### config.mk
export PLATFORM = sky130hd
export DESIGN_NAME = wb_clear_arbiter
export DESIGN_NICKNAME = d
export VERILOG_FILES = /design/src/rtl/wb_clear_arbiter.sv
export SDC_FILE = /design/constraint.sdc
export NUM_CORES = 1
export LEC_CHECK = 0
export ABC_CLOCK_PERIOD_IN_PS = 2950
export BUFFER_PORTS_ARGS = -buffer_cell sky130_fd_sc_hd__buf_2
export CORE_MARGIN = 3
export CORE_UTILIZATION = 44
export DETAILED_ROUTE_END_ITERATION = 6
export MAX_ROUTING_LAYER = met4
export PLACE_DENSITY = 0.91
export SLEW_MARGIN = 20
export SYNTH_ARGS = -nofsm -noshare
export SYNTH_HDL_FRONTEND = slang
export SYNTH_SLANG_ARGS = --single-unit
### constraint.sdc
create_clock -name clk_i -period 2.95 [get_ports clk_i]
set_clock_uncertainty 0.05 [all_clocks]
set_input_delay 0.1475 -clock clk_i [delete_from_list [all_inputs] [get_ports clk_i]]
set_output_delay 0.1475 -clock clk_i [all_outputs]
set_load 0.05 [all_outputs]
### src/rtl/wb_clear_arbiter.sv
// -----------------------------------------------------------------------------
// wb_clear_arbiter
//
// Shares the register-file write port and the scoreboard clear port among
// several long-latency writeback sources (remote-load response, divider, FPU).
// Requesters are arbitrated round-robin. The winner is registered into a
// one-entry output stage, which drives the RF write. The scoreboard clear for
// that register is issued in the same cycle the write retires.
//
// Parameters
//   num_req_p          number of writeback requesters (>= 2)
//   data_width_p       writeback data width
//   id_width_p         register id width
//   x0_tied_to_zero_p  when 1, writes to id 0 are consumed and discarded
//
// Ports
//   clk_i       clock
//   reset_n_i   asynchronous, active-low reset
//   v_i         per-requester writeback pending
//   id_i        per-requester destination register
//   data_i      per-requester writeback data
//   yumi_o      per-requester consume strobe (one-hot or zero)
//   rf_ready_i  RF write port free this cycle (main pipeline has priority)
//   rf_wen_o    output stage holds a valid write
//   rf_waddr_o  write address
//   rf_wdata_o  write data
//   clear_o     scoreboard clear, high in the cycle the write retires
//   clear_id_o  register being cleared (same as rf_waddr_o)
// -----------------------------------------------------------------------------
module wb_clear_arbiter #(
  parameter int num_req_p         = 3,
  parameter int data_width_p      = 32,
  parameter int id_width_p        = 5,
  parameter bit x0_tied_to_zero_p = 1'b0
) (
  input  logic                                    clk_i,
  input  logic                                    reset_n_i,

  input  logic [num_req_p-1:0]                    v_i,
  input  logic [num_req_p-1:0][id_width_p-1:0]    id_i,
  input  logic [num_req_p-1:0][data_width_p-1:0]  data_i,
  output logic [num_req_p-1:0]                    yumi_o,

  input  logic                                    rf_ready_i,
  output logic                                    rf_wen_o,
  output logic [id_width_p-1:0]                   rf_waddr_o,
  output logic [data_width_p-1:0]                 rf_wdata_o,

  output logic                                    clear_o,
  output logic [id_width_p-1:0]                   clear_id_o
);

  localparam int ptr_w_lp = (num_req_p > 1) ? $clog2(num_req_p) : 1;
  typedef logic [ptr_w_lp-1:0] ptr_t;

  // ---------------------------------------------------------------------------
  // State
  // ---------------------------------------------------------------------------
  logic                    out_v_r;
  logic [id_width_p-1:0]   out_id_r;
  logic [data_width_p-1:0] out_data_r;
  ptr_t                    rr_ptr_r;

  // ---------------------------------------------------------------------------
  // Round-robin grant: first valid requester at or after rr_ptr_r, wrapping.
  // The grant depends only on v_i and the pointer; the accept enable gates it
  // afterwards, so yumi_o never sees v_i except through the grant.
  // ---------------------------------------------------------------------------
  logic [num_req_p-1:0] grant;
  ptr_t                 grant_idx;
  logic                 grant_found;

  // NOTE: every signal written in this block gets a default first, so no
  // path through the loop can leave it unassigned and infer a latch.
  always_comb begin
    int idx;
    grant       = '0;
    grant_idx   = '0;
    grant_found = 1'b0;
    for (int k = 0; k < num_req_p; k++) begin
      idx = int'(rr_ptr_r) + k;
      if (idx >= num_req_p) idx = idx - num_req_p;
      if (!grant_found && v_i[idx]) begin
        grant_found = 1'b1;
        grant_idx   = ptr_t'(idx);
      end
    end
    if (grant_found) grant[grant_idx] = 1'b1;
  end

  // ---------------------------------------------------------------------------
  // Accept / retire control
  // ---------------------------------------------------------------------------
  // The stage can take a new entry when empty, or when its current entry is
  // retiring this cycle (refill in the same cycle it drains).
  logic accept;
  logic retire;
  logic take;
  logic drop;
  logic load;
  ptr_t ptr_next;

  assign accept = ~out_v_r | rf_ready_i;
  assign retire = out_v_r & rf_ready_i;
  assign yumi_o = grant & {num_req_p{accept}};
  assign take   = grant_found & accept;

  // Writes to x0 are consumed but never reach the RF or the scoreboard.
  assign drop   = x0_tied_to_zero_p && (id_i[grant_idx] == '0);
  assign load   = take & ~drop;

  assign ptr_next = (grant_idx == ptr_t'(num_req_p - 1)) ? '0 : grant_idx + 1'b1;

  // ---------------------------------------------------------------------------
  // Control registers (valid bit and arbitration pointer)
  // ---------------------------------------------------------------------------
  // NOTE: sequential state uses non-blocking assignments only, so every
  // register samples the pre-edge values regardless of statement order.
  always_ff @(posedge clk_i or negedge reset_n_i) begin
    if (!reset_n_i) begin
      out_v_r  <= 1'b0;
      rr_ptr_r <= '0;
    end else begin
      if (take) begin
        rr_ptr_r <= ptr_next;
        // A dropped x0 write leaves the stage as it would be with no take:
        // it empties only if the current entry retires.
        out_v_r  <= drop ? (out_v_r & ~rf_ready_i) : 1'b1;
      end else if (retire) begin
        out_v_r  <= 1'b0;
      end
    end
  end

  // ---------------------------------------------------------------------------
  // Output-stage payload
  // ---------------------------------------------------------------------------
  // NOTE: the payload has no reset. It is qualified by out_v_r, which is
  // reset, so its power-up contents are never observed as a write.
  always_ff @(posedge clk_i) begin
    if (load) begin
      out_id_r   <= id_i[grant_idx];
      out_data_r <= data_i[grant_idx];
    end
  end

  // ---------------------------------------------------------------------------
  // Outputs
  // ---------------------------------------------------------------------------
  // Address and data come straight from registers, so they hold steady for
  // as long as rf_ready_i stalls the write.
  assign rf_wen_o   = out_v_r;
  assign rf_waddr_o = out_id_r;
  assign rf_wdata_o = out_data_r;

  // The clear fires exactly when the RF accepts the write.
  assign clear_o    = retire;
  assign clear_id_o = out_id_r;

  // ---------------------------------------------------------------------------
  // Protocol checks on the requester side
  // ---------------------------------------------------------------------------
`ifndef SYNTHESIS
  for (genvar a = 0; a < num_req_p; a++) begin : g_req_chk
    // A pending writeback must be held, unchanged, until it is consumed.
    assert property (@(posedge clk_i) disable iff (!reset_n_i)
      (v_i[a] && !yumi_o[a]) |=> (v_i[a] && $stable(id_i[a]) && $stable(data_i[a])));

    // Two in-flight writebacks to the same real register mean the
    // scoreboard has been bypassed upstream.
    for (genvar b = a + 1; b < num_req_p; b++) begin : g_pair_chk
      assert property (@(posedge clk_i) disable iff (!reset_n_i)
        !(v_i[a] && v_i[b] && (id_i[a] == id_i[b]) && (id_i[a] != '0)));
    end
  end
`endif

endmodule

==> results of run 1 <==
## synth_stat cells (all sizes together)
cell type,instances,area share (%)
a2111oi,1,0.31
a211o,1,0.31
a211oi,1,0.27
a21o,3,0.80
a21oi,38,6.8
a31o,1,0.31
a31oi,1,0.45
a32o,1,0.36
a41o,1,0.36
and2,1,0.22
and3,1,0.40
and4b,1,0.36
buf,25,6.8
clkbuf,7,0.94
dfrtp,3,2.7
edfxtp,37,40
ha,4,1.8
inv,43,5.8
mux2,1,0.54
mux2i,3,2.0
nand2,3,0.40
nand2b,4,0.89
nand3b,2,0.54
nand4,1,0.22
nor2,41,5.5
nor2b,3,0.67
nor3b,1,0.27
o211ai,1,0.27
o21a,1,0.27
o21ai,39,7.1
o22ai,1,0.22
o31a,37,12
o41ai,1,0.58
or2,1,0.22
or2b,1,0.27
## cell families (layout without fill, tap and decap cells)
| family | after synthesis | after routing | synth area share [%] |
|---|---|---|---|
| simple gates | 60 | 60 | 9.95 |
| fa+ha+maj | 4 | 4 | 1.78 |
| compound gates | 128 | 128 | 29.9 |
| flops | 40 | 40 | 42.3 |
| buf+inv | 75 | 223 | 13.5 |
| mux | 4 | 4 | 2.50 |
## state kept, by name, summed over array words and instances (netlist names)
name / cells
rf_wdata_o: 32
rr_ptr_r: 2
clear_id_o: 5
rf_wen_o: 1
## final cells by class
class                      count  area (sq um)
timing repair buffer         172           911
multi-input combinational    196          1260
inverter                      43           161
clock buffer                   6          72.6
sequential                    40          1190
clock inverter                 2          35.0
tap                           75          93.8
fill                         520          2340
## timing repair
| item | in CTS | in global routing |
|---|---|---|
| endpoints found under the setup margin | 0 | 2 |
| hold buffers | 1 | 0 |
| resized for setup | 0 | 3 |
| endpoints found under the hold margin | 3 | 0 |
## metal layers
layer	global-route usage, %	vias to the layer above	wire length, um
li1	-	1389	-
met1	21.8	1291	2770
met2	36.6	133	3980
met3	4.23	15	663
met4	8.63	0	169
met5	-	-	0
## worst max-delay path: stages, from the launching register on
cell and delay, ps:
dfrtp_1 420, inv_1 100, ha_2 290, mux2_4 330
a2111oi_0 460, a32o_1 260, and3_4 190, buf_2 260
## per-stage QoR
| step | hold slack (ps) | utilization, % | total power, mW |
|---|---|---|---|
| after floorplan | -198 | - | 4.51 |
| after global placement | -107 | 59.2 | 5.03 |
| after detailed placement | -105 | 59.2 | 5.15 |
| after CTS | 115 | 61.2 | 5.59 |
| after global routing | 132 | 61.4 | 5.95 |
| final | 133 | 61.4 | 5.57 |
## where the power goes
part	total, mW	switching (mW)	internal [mW]
Clock	0.436	0.184	0.251
Sequential	1.23	0.0905	1.14
Combinational	3.90	2.70	1.20
Total	5.57	2.98	2.59
## worst max-delay path by stage
stage,endpoint,from,depth (start not counted)
finish,yumi_o[1],rr_ptr_r[1],7
global route,yumi_o[1],rr_ptr_r[0],8
CTS,yumi_o[1],rr_ptr_r[0],7
detailed placement,rf_wdata_o[15],rr_ptr_r[0],8
global placement,rf_wdata_o[10],rr_ptr_r[0],8
floorplan,yumi_o[0],rr_ptr_r[0],8
==> metrics, run 1 <==
post-route ant nets=0; FF-to-FF End=rf_wdata_o[8]; n_diodes=0; Site Rows=28; Worst Hold End=rf_wdata_o[20]; Least-Margin Pin Slew=~470 ps; Iter 0 DRT Violations=between 80 and 90; syn avg cell area=9.02 sq um; Mapped Area=2800 sq um; pin count of the biggest net entering global routing=52; status=complete, no violations; Hold Path Depth=3; unrepaired setup endpoints after global routing=false; share of cells above drive strength 1=between 40% and 50%; DP Wirelength=about 5800 um; die area=7370 sq um; commonest non-fill, non-tap cell in the layout=buf_2; critical path required time=approximately 2800 ps; worst setup margin=143 ps; Post-Syn Instances=311; Die Y=85.8 um; Floorplan Core Area=~6100 sq um; Post-CTS Setup Inserts=0; routed vias=2828; io pins=about 160; clk root buf=clkbuf_8; placed cells=between 500 and 600; worst min path class=input pin to flop; initial cell density of the core=between 40% and 50%; Yosys reg bits=40; Layout Cell Area excl Fill=around 3700 sq um; f_max=approximately 360 MHz; First-pass DRT Iterations=4; initial antenna violation count=0; CTS Sinks=40; drt total wl=7580 um; R2R setup slack=410 ps; commonest cells after routing, fill and taps aside=buf_2 (163), inv_1 (42), nor2_1 (41); area of placed instances=~3600 sq um; worst skew pair latency=around 280 ps; max-capacitance violation count=0; crit path DAT=~2600 ps; Final GP Congestion=a little under 0.8; worst hold start=data_i[84]; remaining global-route overflow=0; Peak VDD IR=approximately 0.85 mV; Synth Warn #=0; clk buf depth=2; vias per inst=about 5.3; Post-Layout Cell Count=between 500 and 600; worst reg2reg path depth=8; nets=579; CTS tree=built; first-pass GRT wire length=between 10000 and 15000 um; H-tree depth=2; power density over the cells=roughly 1500 nW/um^2; total track usage=about a fifth; vias in the first global route=approximately 2700; final-report setup violation count=0; DRC Markers=0; CTS Buf Count=5; die width=between 80 and 90 um; Clock Pin Slew Worst Setup and Hold Paths=~80 ps; setup_tns=0 ps; launching point of the worst reg2reg path=rr_ptr_r[0]; Distinct cells, synth=41; Crit Path Max Fanout=10; Rel. slew slack=about two thirds; endpoints failing hold=0; syn_nets=432; Layout area overhead=32.7%; Max Slew Vio Count=0; routed length per instance=roughly 14 um; Pleak=between 1.5 and 2 nW; Final min period=approximately 2800 ps; fin crit share=95.2%; Setup crit end kind=primary output; # port buffers=between 150 and 200; register area share after synthesis=between 40% and 50%; pre-CTS setup slack=223 ps; critical path class=flop to primary output; crit start category=flop
(Power assumes the default switching activity.)
==> run 2: changes to the inputs <==
--- a/config.mk
+++ b/config.mk
@@ -5,13 +5,13 @@
 export SDC_FILE = /design/constraint.sdc
 export NUM_CORES = 1
 export LEC_CHECK = 0
-export ABC_CLOCK_PERIOD_IN_PS = 2950
+export ABC_CLOCK_PERIOD_IN_PS = 2300
 export BUFFER_PORTS_ARGS = -buffer_cell sky130_fd_sc_hd__buf_2
 export CORE_MARGIN = 3
-export CORE_UTILIZATION = 44
+export CORE_UTILIZATION = 40
 export DETAILED_ROUTE_END_ITERATION = 6
 export MAX_ROUTING_LAYER = met4
-export PLACE_DENSITY = 0.91
+export PLACE_DENSITY = 0.87
 export SLEW_MARGIN = 20
 export SYNTH_ARGS = -nofsm -noshare
 export SYNTH_HDL_FRONTEND = slang
==> constraint.sdc (replaced) <==
create_clock -name clk_i -period 2.3 [get_ports clk_i]
set_clock_uncertainty 0.05 [all_clocks]
set_input_delay 0.115 -clock clk_i [delete_from_list [all_inputs] [get_ports clk_i]]
set_output_delay 0.115 -clock clk_i [all_outputs]
set_load 0.05 [all_outputs]
==> metrics, run 2 (synthesized netlist as in run 1, its figures left out) <==
vias per inst=5.10; First-pass DRT Iterations=4; Crit path buffers/inverters=4; worst min path class=input pin to flop; max-capacitance violation count=0; power density over the cells=2080 nW/um^2; H-tree depth=2; critical path required time=2130 ps; unrepaired setup endpoints after global routing=true; share of cells above drive strength 1=between 50% and 60%; worst setup margin=-195 ps; failing checks=setup timing; Top delay family on crit path=buffers and inverters; final-report setup violation count=78; Iter 0 DRT Violations=approximately 140; Floorplan Core Area=6570 sq um; die width=89.7 um; f_max=between 400 and 500 MHz; total track usage=about a fifth; fin crit share=108%; Rel. slew slack=about four fifths; Crit Path Max Fanout=4; worst setup path start=rr_ptr_r[1]; Max Slew Vio Count=0; max FFs per register=32; clk root buf=clkbuf_8; pin count of the biggest net entering global routing=50; worst hold start=data_i[66]; commonest cells after routing, fill and taps aside=buf_2 (160), inv_1 (39), nor2_1 (38); setup_tns=-8280 ps; CP max-delay cell=dfrtp_1; # port buffers=between 150 and 200; remaining global-route overflow=0; crit-path cells=inv_2, ha_4, buf_6, mux2i_4, nor2_4, o41ai_4, bufinv_8, and3_4, buf_8; routed length per instance=about 16 um; multi-input combinational cell area=~1400 sq um; clk buf depth=2; endpoints failing hold=0; CTS tree=built; critical path class=flop to primary output; post-route ant nets=0; routed vias=roughly 3000; drt total wl=a little over 9000 um; Pleak=roughly 2.1 nW; FILL cells=a little under 500; io pins=about 160; crit path DAT=around 2300 ps; initial antenna violation count=0; Final min period=roughly 2500 ps; nets=614; worst skew pair latency=290 ps; Setup crit end kind=primary output; DRC Markers=0; Design Power=9.42 mW; Least-Margin Pin Slew=326 ps; commonest non-fill, non-tap cell in the layout=buf_2; Die Y=between 80 and 90 um; die area=about 8100 sq um; launching point of the worst reg2reg path=rr_ptr_r[1]; first-pass GRT wire length=~14000 um; Layout area overhead=61.3%; DP Wirelength=between 5000 and 6000 um; initial cell density of the core=about 43%; Site Rows=29; vias in the first global route=slightly below 3000; crit start category=flop; n_diodes=0; Clock Pin Slew Worst Setup and Hold Paths=about 90 ps; CTS Sinks=40; CTS Buf Count=5; Final GP Congestion=roughly 0.85; status=finished with violations; Peak VDD IR=approximately 1.2 mV; sequential standard cell area=1190 sq um; R2R setup slack=-140 ps; worst stage delay on the critical path=about 420 ps
run 2: changes by cell type in the layout (fill, tap and decap cells not counted), sizes merged:
cell	previous run	this run
clkinvlp	0	1
buf	171	200
bufinv	1	2
clkbuf	6	11
inv	43	42
run 2: cell type report:
type	count	share of cell area, %
Sequential cell	40	26.3
Clock buffer	5	1.52
Multi-Input combinational cell	196	30.9
Tap cell	93	2.57
Clock inverter	3	0.941
Timing Repair Buffer	207	34.0
Inverter	43	3.87
run 2: worst paths after layout:
| check | endpoint | depth (start not counted) |
|---|---|---|
| max in group asynchronous | rr_ptr_r[0] | 2 |
| min in group asynchronous | rf_wen_o | 2 |
| setup reg to reg | clear_id_o[3] | 10 |
| hold / removal | rf_wdata_o[2] | 3 |
| setup / recovery | yumi_o[1] | 9 |
| hold reg to reg | rr_ptr_r[0] | 2 |
run 2: power by group:
part	switching (mW)	internal (mW)	total, mW
registers	0.133	1.47	1.60
clock network	0.256	0.321	0.577
logic	4.13	3.10	7.24
total	4.52	4.90	9.42
run 2: what timing repair did:
item,4_1_cts,5_1_grt
setup endpoints to repair,41,78
resized for setup,23,36
buffers inserted,11,6
cloned,3,9
hold endpoints to repair,3,0
hold buffers,1,0
pin swaps,8,16
run 2: layer usage:
| metal | global-route usage (%) | wire length, um | vias up |
|---|---|---|---|
| met4 | 8.94 | 201 | 0 |
| met2 | 38.7 | 4830 | 124 |
| met3 | 4.09 | 532 | 18 |
| li1 | - | - | 1463 |
| met1 | 21.8 | 3630 | 1386 |
| met5 | - | 0 | - |
run 2: through the flow:
stage	worst slack [ps]	hold slack, ps	std cells	utilization (%)	instance area, sq um
floorplan	-47.7	-231	311	-	2840
global placement	-5.56	-139	551	57.8	3800
detailed placement	-76.0	-135	551	57.8	3800
CTS	-150	74.3	573	63.4	4160
global route	-258	78.7	587	68.9	4520
finish	-195	84.4	587	68.9	4520
run 2: worst reg2reg max path, cell delays in order, from the launching register on:
cell and delay (ps):
dfrtp_1 420, inv_2 100, ha_4 160, buf_6 120, mux2i_4 270, nor2_4 70, o41ai_4 360, bufinv_8 240
buf_4 130, buf_12 150, clkbuf_16 160
==> run 3: changes to the inputs <==
--- a/config.mk
+++ b/config.mk
@@ -5,13 +5,13 @@
 export SDC_FILE = /design/constraint.sdc
 export NUM_CORES = 1
 export LEC_CHECK = 0
-export ABC_CLOCK_PERIOD_IN_PS = 2300
+export ABC_CLOCK_PERIOD_IN_PS = 2760
 export BUFFER_PORTS_ARGS = -buffer_cell sky130_fd_sc_hd__buf_2
 export CORE_MARGIN = 3
-export CORE_UTILIZATION = 40
+export CORE_UTILIZATION = 44
 export DETAILED_ROUTE_END_ITERATION = 6
 export MAX_ROUTING_LAYER = met4
-export PLACE_DENSITY = 0.87
+export PLACE_DENSITY = 0.91
 export SLEW_MARGIN = 20
 export SYNTH_ARGS = -nofsm -noshare
 export SYNTH_HDL_FRONTEND = slang
==> constraint.sdc (replaced) <==
create_clock -name clk_i -period 2.76 [get_ports clk_i]
set_clock_uncertainty 0.05 [all_clocks]
set_input_delay 0.138 -clock clk_i [delete_from_list [all_inputs] [get_ports clk_i]]
set_output_delay 0.138 -clock clk_i [all_outputs]
set_load 0.05 [all_outputs]
==> metrics, run 3 (synthesized netlist as in run 1, its figures left out) <==
Die Y=85.8 um; Crit Path Max Fanout=11; critical path required time=~2600 ps; Final GP Congestion=slightly above 0.8; Iter 0 DRT Violations=85; CTS Sinks=40; Least-Margin Pin Slew=339 ps; worst reg2reg path depth=8; CTS Buf Count=5; Worst Hold End=rf_wdata_o[23]; R2R setup slack=360 ps; clk root buf=clkbuf_8; io pins=164; crit-path cells=inv_2, ha_4, mux2i_4, mux2i_4, o41ai_4, inv_2, and3_4, clkbuf_4; final-report setup violation count=0; initial antenna violation count=0; Top delay family on crit path=buffers and inverters; max FFs per register=32; CTS tree=built; routed length per instance=~14 um; die width=between 80 and 90 um; Rel. slew slack=around three quarters; n_diodes=0; launching point of the worst reg2reg path=rr_ptr_r[0]; vias per inst=between 5 and 6; Post-CTS Setup Inserts=0; first-pass GRT wire length=between 10000 and 15000 um; Post-Route Utilization=62.2%; vias in the first global route=2697; total track usage=20.4%; Pleak=around 1.8 nW; Floorplan Core Area=6060 sq um; clk buf depth=2; commonest non-fill, non-tap cell in the layout=buf_2; Layout Cell Area excl Fill=around 3800 sq um; f_max=379 MHz; crit path DAT=2450 ps; Hold Path Depth=3; H-tree depth=2; unrepaired setup endpoints after global routing=false; Site Rows=28; setup_tns=0 ps; Clock Pin Slew Worst Setup and Hold Paths=around 80 ps; power density over the cells=roughly 1600 nW/um^2; worst hold start=data_i[87]; Design Power=around 6.0 mW; drt total wl=around 7600 um; Post-Layout Cell Count=between 500 and 600; post-route ant nets=0; DRC Markers=0; Setup crit end kind=primary output; nets=582; CP max-delay cell=dfrtp_1; share of cells above drive strength 1=42.2%; Layout area overhead=34.4%; crit start category=flop; Peak VDD IR=~1.1 mV; Max Slew Vio Count=0; critical path class=flop to primary output; # port buffers=163; initial cell density of the core=46.3%; area of placed instances=~3600 sq um; worst stage delay on the critical path=about 440 ps; Crit path buffers/inverters=3; placed cells=roughly 530; worst min path class=input pin to flop; DP Wirelength=between 5000 and 6000 um; FF-to-FF End=rf_wdata_o[27]; die area=7370 sq um; Final min period=about 2600 ps; pin count of the biggest net entering global routing=52; endpoints failing hold=0; max-capacitance violation count=0; fin crit share=a little over nine tenths; commonest cells after routing, fill and taps aside=buf_2 (162), inv_1 (41), nor2_1 (41); remaining global-route overflow=0; First-pass DRT Iterations=4; routed vias=about 2800; worst skew pair latency=290 ps; status=complete, no violations
## run 3: cell types whose count changed in the layout (fill, tap and decap cells not counted), moves of 3 or more
cell | previous run | this run
buf_4 | 12 | 8
nor2_1 | 38 | 41
buf_12 | 12 | 3
buf_16 | 3 | 0
clkbuf_16 | 6 | 0
a21oi_2 | 6 | 0
buf_8 | 4 | 0
nor2_4 | 3 | 0
o21ai_0 | 32 | 37
a21oi_1 | 32 | 38
buf_6 | 9 | 0
o21ai_1 | 5 | 1
## run 3: metrics by stage
step	setup slack [ps]	hold WS, ps
CTS	9.79	109
global route	20.1	118
global placement	306	-114
detailed placement	221	-111
finish	123	118
floorplan	47.5	-208
## run 3: area by class of cell
cell class	count	area [sq um]
fillers	522	2290
multi-input cells	196	1300
flip-flops and latches	40	1190
repair buffers	175	948
inverters	43	161
well taps	75	93.8
clock buffers	5	68.8
clock inverters	3	13.8
## run 3: repair_timing
item	CTS	global route
hold endpoints to repair	3	0
setup endpoints to repair	2	2
gates cloned	0	0
hold buffers	1	0
gates resized for setup	2	8
## run 3: worst reg2reg max path, stage by stage, from the launching register on
cell and delay, ps:
dfrtp_1 440, inv_2 100, ha_4 280, or2_1 230
a41o_1 270, a31oi_4 220, buf_4 310, o31a_1 190
a21oi_1 70
## run 3: worst max path at each step
stage                           end  slack [ps]   startpoint  cells after the start
after CTS                 yumi_o[1]          10  rr_ptr_r[0]                      8
after floorplan           yumi_o[0]          50  rr_ptr_r[0]                      8
after detailed placement  yumi_o[1]         220  rr_ptr_r[0]                      8
final                     yumi_o[1]         120  rr_ptr_r[0]                      8
after global placement    yumi_o[1]         310  rr_ptr_r[0]                      8
after global routing      yumi_o[1]          20  rr_ptr_r[0]                      8
## run 3: power breakdown
group	total (mW)	internal, mW	switching, mW
Sequential	1.33	1.22	0.111
Combinational	4.34	1.38	2.96
Clock	0.369	0.172	0.198
## run 3: layer usage
layer | vias up | GRT usage, % | wire [um]
li1 | 1395 | - | -
met1 | 1290 | 21.8 | 2820
met2 | 132 | 36.3 | 3940
met3 | 22 | 4.13 | 605
met4 | 0 | 9.21 | 246
met5 | - | - | 0
